**src/rtl/fpga_rst_pkg.sv**
```systemverilog
// Shared types and parameter defaults for the FPGA reset sequencer.
package fpga_rst_pkg;

    typedef enum logic [1:0] {
        HOLD       = 2'd0,
        WAIT_CALIB = 2'd1,
        DEV_RUN    = 2'd2,
        CPU_RUN    = 2'd3
    } rst_state_e;

    localparam int unsigned DEF_DEBOUNCE_CYCLES      = 50000;
    localparam int unsigned DEF_RST_HOLD_CYCLES      = 256;
    localparam int unsigned DEF_START_GAP_CYCLES     = 16;
    localparam bit          DEF_START_ON_BUTTON      = 1'b1;
    localparam int unsigned DEF_CALIB_TIMEOUT_CYCLES = 50_000_000;

endpackage

```
**src/rtl/rst_debounce.sv**
```systemverilog
// Button synchronizer and debouncer producing single-cycle press/release pulses.
module rst_debounce
    import fpga_rst_pkg::*;
#(
    parameter int unsigned DEBOUNCE_CYCLES = DEF_DEBOUNCE_CYCLES
) (
    input  logic clk,
    input  logic rst,
    input  logic btn_n_i,
    output logic btn_press,
    output logic btn_release
);

    localparam int unsigned CNT_W = $clog2(DEBOUNCE_CYCLES + 1);

    logic             btn_meta;
    logic             btn_sync;
    logic             btn_db;
    logic [CNT_W-1:0] cnt;

    // Synchronizer resets to the released level so reset itself is never seen as a press
    always_ff @(posedge clk or posedge rst) begin
        if (rst) begin
            btn_meta <= 1'b1;
            btn_sync <= 1'b1;
        end else begin
            btn_meta <= btn_n_i;
            btn_sync <= btn_meta;
        end
    end

    always_ff @(posedge clk or posedge rst) begin
        if (rst) begin
            cnt         <= '0;
            btn_db      <= 1'b1;
            btn_press   <= 1'b0;
            btn_release <= 1'b0;
        end else begin
            btn_press   <= 1'b0;
            btn_release <= 1'b0;
            if (btn_sync == btn_db) begin
                cnt <= '0;
            end else if (32'(cnt) + 32'd1 >= DEBOUNCE_CYCLES) begin
                cnt         <= '0;
                btn_db      <= btn_sync;
                btn_press   <= btn_db;
                btn_release <= ~btn_db;
            end else begin
                cnt <= cnt + CNT_W'(1);
            end
        end
    end

endmodule

```
**src/rtl/fpga_rst_sequencer.sv**
```systemverilog
// Orders device, CPU and PHY reset release behind DDR calibration and the board button.
module fpga_rst_sequencer
    import fpga_rst_pkg::*;
#(
    parameter int unsigned DEBOUNCE_CYCLES      = DEF_DEBOUNCE_CYCLES,
    parameter int unsigned RST_HOLD_CYCLES      = DEF_RST_HOLD_CYCLES,
    parameter int unsigned START_GAP_CYCLES     = DEF_START_GAP_CYCLES,
    parameter bit          START_ON_BUTTON      = DEF_START_ON_BUTTON,
    parameter int unsigned CALIB_TIMEOUT_CYCLES = DEF_CALIB_TIMEOUT_CYCLES
) (
    input  logic       clk,
    input  logic       rst,
    input  logic       btn_n_i,
    input  logic       calib_done_i,
    output logic       dev_rstn,
    output logic       cpu_rstn,
    output logic       phy_rst_b,
    output logic [1:0] state_o,
    output logic       calib_timeout_o
);

    localparam int unsigned HOLD_W = $clog2(RST_HOLD_CYCLES + 1);
    localparam int unsigned GAP_W  = $clog2(START_GAP_CYCLES + 1);
    localparam int unsigned TO_W   = $clog2(CALIB_TIMEOUT_CYCLES + 1);

    rst_state_e        state, state_next;
    logic [HOLD_W-1:0] hold_cnt, hold_next;
    logic [GAP_W-1:0]  gap_cnt, gap_next;
    logic [TO_W-1:0]   to_cnt, to_next;
    logic              timeout_next;
    logic              dev_next, cpu_next;
    logic              calib_meta, calib_sync;
    logic              btn_press, btn_release;

    rst_debounce #(
        .DEBOUNCE_CYCLES(DEBOUNCE_CYCLES)
    ) u_debounce (
        .clk        (clk),
        .rst        (rst),
        .btn_n_i    (btn_n_i),
        .btn_press  (btn_press),
        .btn_release(btn_release)
    );

    always_ff @(posedge clk or posedge rst) begin
        if (rst) begin
            calib_meta <= 1'b0;
            calib_sync <= 1'b0;
        end else begin
            calib_meta <= calib_done_i;
            calib_sync <= calib_meta;
        end
    end

    always_ff @(posedge clk or posedge rst) begin
        if (rst) begin
            state           <= HOLD;
            hold_cnt        <= '0;
            gap_cnt         <= '0;
            to_cnt          <= '0;
            calib_timeout_o <= 1'b0;
            dev_rstn        <= 1'b0;
            cpu_rstn        <= 1'b0;
        end else begin
            state           <= state_next;
            hold_cnt        <= hold_next;
            gap_cnt         <= gap_next;
            to_cnt          <= to_next;
            calib_timeout_o <= timeout_next;
            dev_rstn        <= dev_next;
            cpu_rstn        <= cpu_next;
        end
    end

    // Counters clear whenever their state is not active, so each visit starts fresh
    always_comb begin
        state_next   = state;
        hold_next    = '0;
        gap_next     = '0;
        to_next      = '0;
        timeout_next = calib_timeout_o;
        unique case (state)
            HOLD: begin
                if (32'(hold_cnt) + 32'd1 >= RST_HOLD_CYCLES) begin
                    state_next = WAIT_CALIB;
                end else begin
                    hold_next = hold_cnt + HOLD_W'(1);
                end
            end
            WAIT_CALIB: begin
                if (to_cnt != TO_W'(CALIB_TIMEOUT_CYCLES)) begin
                    to_next = to_cnt + TO_W'(1);
                end else begin
                    to_next = to_cnt;
                end
                if (to_next == TO_W'(CALIB_TIMEOUT_CYCLES)) begin
                    timeout_next = 1'b1;
                end
                if (calib_sync) begin
                    state_next = DEV_RUN;
                end
            end
            DEV_RUN: begin
                if (!calib_sync) begin
                    state_next = WAIT_CALIB;
                end else if (START_ON_BUTTON) begin
                    if (btn_release) begin
                        state_next = CPU_RUN;
                    end
                end else if (32'(gap_cnt) + 32'd1 >= START_GAP_CYCLES) begin
                    state_next = CPU_RUN;
                end else begin
                    gap_next = gap_cnt + GAP_W'(1);
                end
            end
            CPU_RUN: begin
                if (!calib_sync) begin
                    state_next = WAIT_CALIB;
                end else if (btn_press) begin
                    state_next = DEV_RUN;
                end
            end
        endcase
        dev_next = (state_next == DEV_RUN) || (state_next == CPU_RUN);
        cpu_next = (state_next == CPU_RUN);
    end

    assign phy_rst_b = cpu_rstn;
    assign state_o   = state;

endmodule
```
**config.mk**
```make
export PLATFORM = sky130hd
export DESIGN_NAME = fpga_rst_sequencer
export DESIGN_NICKNAME = d
export VERILOG_FILES = /design/src/rtl/fpga_rst_pkg.sv /design/src/rtl/rst_debounce.sv /design/src/rtl/fpga_rst_sequencer.sv
export SDC_FILE = /design/constraint.sdc
export NUM_CORES = 1
export LEC_CHECK = 0
export ABC_AREA = 1
export BUFFER_PORTS_ARGS = -buffer_cell sky130_fd_sc_hd__buf_2
export CORE_UTILIZATION = 60
export CTS_BUF_LIST = sky130_fd_sc_hd__clkbuf_16
export DETAILED_ROUTE_END_ITERATION = 10
export HOLD_SLACK_MARGIN = 0.03
export PLACE_DENSITY = 0.77
export SYNTH_ARGS = -nofsm -noshare
export SYNTH_HDL_FRONTEND = slang
export SYNTH_HIERARCHICAL = 1
export SYNTH_SLANG_ARGS = --single-unit
```
**constraint.sdc**
```tcl
create_clock -name clk -period 1.95 [get_ports clk]
set_input_delay 0.2925 -clock clk [delete_from_list [all_inputs] [get_ports clk]]
set_output_delay 0.2925 -clock clk [all_outputs]
set_load 0.005 [all_outputs]
```
### Word level (Yosys, flattened, before mapping)

Cells that the tools add are included.

| word-level totals | value |
|---|---|
| memories | 0 |
| word-level logic and storage cells | 53 |
| bits in read-only memories | 0 |
| latch bits | 0 |
| memory bits (writable) | 0 |
| register bits after elaboration | 63 |

| cells by class | value |
|---|---|
| equal/unequal tests | 8 |
| muxes and demuxes | 18 |
| bitwise operators | 2 |
| $mul | 0 |
| reduce and logical (&&, ||, !) cells | 4 |
| divide/modulo/power cells | 0 |
| shift operators | 0 |
| order comparisons | 2 |
| $add $sub $neg | 5 |

Operators by type and width:

| cell | number |
|---|---|
| $mux 26 | 3 |
| $ge 32x16->1 const B | 1 |
| $mux 16 | 2 |
| $add 26x1->26 const B | 1 |
| $eq 26x26->1 const B | 1 |
| $ne 26x26->1 const B | 1 |
| $mux 9 | 2 |
| $add 16x1->17 const B | 1 |
| $add 16x1->16 const B | 1 |
| $mux 2 | 6 |
| $add 9x1->10 const B | 1 |
| $ge 10x9->1 const B | 1 |
| $add 9x1->9 const B | 1 |
| $eq 2x2->1 const B | 4 |
| $pmux 2 s4 | 1 |
| $mux 1 | 4 |
| $reduce_and 2->1 | 2 |
| $eq 2x1->1 const B | 1 |
| $logic_not 2->1 | 1 |
| $not 1->1 | 2 |
| $eq 1x1->1 | 1 |
| $logic_or 1x1->1 | 1 |

### Longest topological paths before layout

| depth | value |
|---|---|
| depth after elaboration | 6 |
| depth in mapped cells | 14 |

### Cells and area by module

The synthesis kept the hierarchy.

Modules (own cells, without submodules):

| module | cells an instance | times used | area each (µm²) |
|---|---|---|---|
| fpga_rst_sequencer | 332 | 1 | 2406.1 |
| rst_debounce | 147 | 1 | 1134.8 |

### Worst setup path after synthesis

No wires, ideal clock.

| path | value |
|---|---|
| path type | flip-flop to flip-flop |
| start point | reg u_debounce.cnt[0] |
| end point | reg u_debounce.cnt[11] |
| arrival | 1.688 ns |
| cell stages (with the launch flop) | 14 |
| data required time | 1.834 ns |
| clock period less this slack | 1.804 ns |
| slack | 0.146 ns |
| path through | dfrtp_1 ha_1 nand3_2 nor2_4 nand3_1 nand2_1 nand2_1 nor2_1 nand3_1 nand2_1 nand2_2 nand2_4 buf_6 nor2_1 |

| on the way | value |
|---|---|
| word-level cells in the longest chain between the ends | 4 |
| elaborated cells on any way between the ends | 5 |

RTL lines:

| what | line | text |
|---|---|---|
| start: declaration | rst_debounce.sv:19 | `logic [CNT_W-1:0] cnt;` |
| start signal: assignment | rst_debounce.sv:49 | `cnt <= cnt + CNT_W'(1);` |
| $add 16x1->17 | rst_debounce.sv:43 | `end else if (32'(cnt) + 32'd1 >= DEBOUNCE_CYCLES) begin` |
| $ge 32x16->1 | rst_debounce.sv:43 |  |
| $mux 16 * | rst_debounce.sv:43 |  |
| $mux 16 * | rst_debounce.sv:41 | `if (btn_sync == btn_db) begin` |

Every way passes the cells marked *; elsewhere a longest branch is shown, timed or not.
A chain may end at the register's enable or synchronous reset.

### Worst setup path in the final report

| path | value |
|---|---|
| start point | reg to_cnt[0] |
| end point | reg calib_timeout_o |

| on the way | value |
|---|---|
| word-level cells in the longest chain between the ends | 5 |
| elaborated cells on any way between the ends | 6 |

RTL lines:

| what | line | text |
|---|---|---|
| start: declaration | fpga_rst_sequencer.sv:29 | `logic [TO_W-1:0] to_cnt, to_next;` |
| start signal: assignment | fpga_rst_sequencer.sv:68 | `to_cnt <= to_next;` |
| $add 26x1->26 or $ne 26x26->1 (tied branches) | fpga_rst_sequencer.sv:92, fpga_rst_sequencer.sv:91 |  |
| $mux 26 * | fpga_rst_sequencer.sv:91 | `if (to_cnt != TO_W'(CALIB_TIMEOUT_CYCLES)) begin` |
| $mux 26 * | fpga_rst_sequencer.sv:82 | `unique case (state)` |
| $eq 26x26->1 * | fpga_rst_sequencer.sv:96 | `if (to_next == TO_W'(CALIB_TIMEOUT_CYCLES)) begin` |
| $reduce_and 2->1 (no line) * | n/a |  |
| end signal: assignment | fpga_rst_sequencer.sv:69 | `calib_timeout_o <= timeout_next;` |
| end: declaration | fpga_rst_sequencer.sv:19 | `output logic calib_timeout_o` |

Every way passes the cells marked *; elsewhere a longest branch is shown, timed or not. The select of a mux whose other input is x is not followed.

==> flow_metrics.tcl <==
set metrics [dict create \
    pin_count 10 \
    yosysWarningCount 6 \
    seqPwrFrac 0.444 \
    antenna_found_initial 0 \
    p_per_area_mw_per_mm2 758.2 \
    setup_violations 1 \
    ys_ff_latch 63 \
    rsz0062_at_grt "true" \
    cp-end-kind "flop" \
    syn_area_mm2 0.003541 \
    crit_buf_inv 4 \
    mostFrequentLayoutCells "117 x nand2_1, 103 x nor2_1, 56 x dfrtp_1" \
    grt_pass1_vias 2910 \
    hold-worst-slack_ns 0.06660 \
    max_stage_delay_ns 0.44 \
    period_needed_ns 1.969 \
    cts_tree "done" \
    io_buffer_count 9 \
    cts_sinks 63 \
    multi_input_area_mm2 0.001916 \
    setup_tns_ns -0.01938 \
    wl_um 8134 \
    p_comb_frac 0.096 \
    final_nets 510 \
    path_class "flop to flop" \
    p_switching_mw 0.8323 \
    die_w_um 78.82 \
    violations "setup timing" \
    crit_slowest_cell "dfrtp_2" \
    final_common_cell "nand2_1" \
    status "finished with violations" \
    crit_family "simple AND/OR/NAND/NOR gates" \
    wl_per_cell_um 14.05 \
    syn_to_final_growth_pct 17.35 \
    dieArea_mm2 0.006213 \
    drtIter0Drc 351 \
    dp_hpwl_um 5419 \
    n_fill_cell 405 \
    drc 0 \
    tightestPinTransition_ns 0.7485 \
    synth.net_count 487 \
    finClkSkew_ns 0.008665 \
    drv_slew 0 \
    leakagePower_nw 1.761 \
    synth_cell_types 34 \
    setup_slack_ns -0.01938 \
    routed_via_density 5.501 \
    firstDrtPassIters 7 \
    grt_max_degree 43 \
    numCtsBuffers 9 \
    crit_path_start_kind "flop" \
    clock_latency_ns 0.33 \
    synth-seq-area-share 0.4463 \
    slew-limit-headroom 0.5004 \
    gr-total-overflow 0 \
    clk_pin_slew_ns 0.06 \
    clockBufferDepth 2 \
    min_period_over_period 1.010 \
    root_buffer "clkbuf_16" \
    htreeDepth 3 \
    p_sw_frac 0.2642 \
    syn_area_per_cell_um2 7.392 \
    peakVddDrop_mv 0.6505 \
    p_int_mw 2.318 \
    drive_gt1_frac 0.1992 \
    clkPwrFrac 0.461 \
    core_area_mm2 0.005608 \
    hold_path.class "primary input to flop" \
    syn_inst 479 \
    fp.dieH_um 78.82 \
    grt_use_total 0.2691 \
    grt_pass1_wl_um 12850 \
    rows 27 \
    maxCapViolations 0 \
    globalplace.congestion 0.9725 \
    vias 3185 \
    hold_violations 0 \
    required_ns 2.22 \
    cts_hold_buf 0 \
    fmax_ghz 0.5078 \
    cp_max_fo 6 \
    drtAntennaViolNets 0 \
    regArea_mm2 0.001585 \
    worstPathArrival_ns 2.24 \
    n_antenna_cell 0 \
    start_util 0.6314 \
    crit_chain "inv_2 > buf_4 > buf_4 > nor2_2 > nand3_2 > xor2_1 > inv_1 > nand2_1 > nor2_1 > nand3_1 > nor2_1 > nand3_1 > nand2_1" \
]
==> kinds of logic after synthesis <==
family	Yosys count	synth area share
flip-flops	63	0.4463
adder cells (fa/ha/maj)	4	0.01413
AND/OR/NAND/NOR	315	0.3869
AO/OA/AOI/OAI	14	0.02403
XOR/XNOR	25	0.06396
other	1	0.001059
buffers and inverters	57	0.06360
==> synthesized netlist by cell type (all sizes together) <==
| cell | count | share of area |
|---|---|---|
| a21boi | 1 | 0.0021 |
| a21oi | 5 | 0.0071 |
| and2 | 2 | 0.0035 |
| buf | 3 | 0.0064 |
| clkbuf | 1 | 0.0011 |
| clkinv | 1 | 0.0011 |
| conb | 1 | 0.0011 |
| dfrtp | 60 | 0.42 |
| dfstp | 3 | 0.022 |
| ha | 4 | 0.014 |
| inv | 52 | 0.055 |
| nand2 | 127 | 0.14 |
| nand3 | 34 | 0.052 |
| nand4 | 9 | 0.016 |
| nor2 | 132 | 0.16 |
| nor3 | 6 | 0.0085 |
| nor3b | 4 | 0.0085 |
| o211ai | 1 | 0.0021 |
| o21ai | 6 | 0.011 |
| o21bai | 1 | 0.0021 |
| or2 | 1 | 0.0018 |
| xnor2 | 6 | 0.015 |
| xor2 | 19 | 0.049 |
==> state kept, by name (all words and copies together), names as in the netlist <==
| signal | cells |
|---|---|
| calib_meta | 1 |
| calib_sync | 1 |
| calib_timeout_o | 1 |
| cpu_rstn | 1 |
| dev_rstn | 1 |
| hold_cnt | 9 |
| state_o | 2 |
| to_cnt | 26 |
| u_debounce/btn_db | 1 |
| u_debounce/btn_meta | 1 |
| u_debounce/btn_press | 1 |
| u_debounce/btn_release | 1 |
| u_debounce/btn_sync | 1 |
| u_debounce/cnt | 16 |
==> worst paths after layout <==
kind / cells past startpoint / from / slack (ns) / end
worst min-delay path: 1 / btn_n_i / 0.07 / u_debounce/btn_meta$_DFF_PP1_
min in group asynchronous: 3 / rst / 0.09 / to_cnt[0]$_DFF_PP0_
max in group asynchronous: 2 / rst / 1.37 / u_debounce/cnt[11]$_DFF_PP0_
worst max register to register: 13 / to_cnt[0]$_DFF_PP0_ / -0.02 / calib_timeout_o$_DFFE_PP0P_
worst min register to register: 0 / calib_meta$_DFF_PP0_ / 0.34 / calib_sync$_DFF_PP0_
worst max-delay path: 13 / to_cnt[0]$_DFF_PP0_ / -0.02 / calib_timeout_o$_DFFE_PP0P_
==> through the flow <==
| stage | std cells | instance area, µm² | util | worst slack [ns] | total power, mW |
|---|---|---|---|---|---|
| after floorplan | 479 | 3541 | - | 0.1461 | 1.571 |
| after global placement | 560 | 3680 | 0.6562 | 0.05653 | 1.642 |
| after detailed placement | 560 | 3680 | 0.6562 | 0.07266 | 1.648 |
| after CTS | 576 | 3955 | 0.7053 | 0.003714 | 3.097 |
| after global routing | 579 | 4155 | 0.7410 | -0.1080 | 3.255 |
| final | 579 | 4155 | 0.7410 | -0.01938 | 3.151 |
==> cell type report <==
class | instances | area share
clock inverter | 7 | 0.01204
multi-input combinational | 360 | 0.4610
inverter | 53 | 0.04788
clock buffer | 9 | 0.05420
timing repair buffer | 15 | 0.02168
tap | 72 | 0.02168
sequential | 63 | 0.3815
==> layer usage <==
metal,share of wire,up-vias,global-route usage
li1,-,1527,-
met1,0.42,1478,0.3409
met2,0.48,141,0.4409
met3,0.060,39,0.04483
met4,0.036,0,0.1455
met5,0,-,0
==> power groups by stage <==
| stage | Combinational, mW | Clock (mW) | Sequential [mW] |
|---|---|---|---|
| final | 0.302 | 1.45 | 1.40 |
| after global routing | 0.337 | 1.52 | 1.40 |
| after CTS | 0.242 | 1.47 | 1.38 |
| after detailed placement | 0.241 | 0 | 1.41 |
| after global placement | 0.237 | 0 | 1.40 |
| after floorplan | 0.168 | 0 | 1.40 |
==> repair_timing <==
action	CTS	global route
buffers inserted	0	2
setup endpoints to repair	0	19
hold endpoints to repair	0	0
resized for setup	0	45
(Power assumes the default switching activity.)
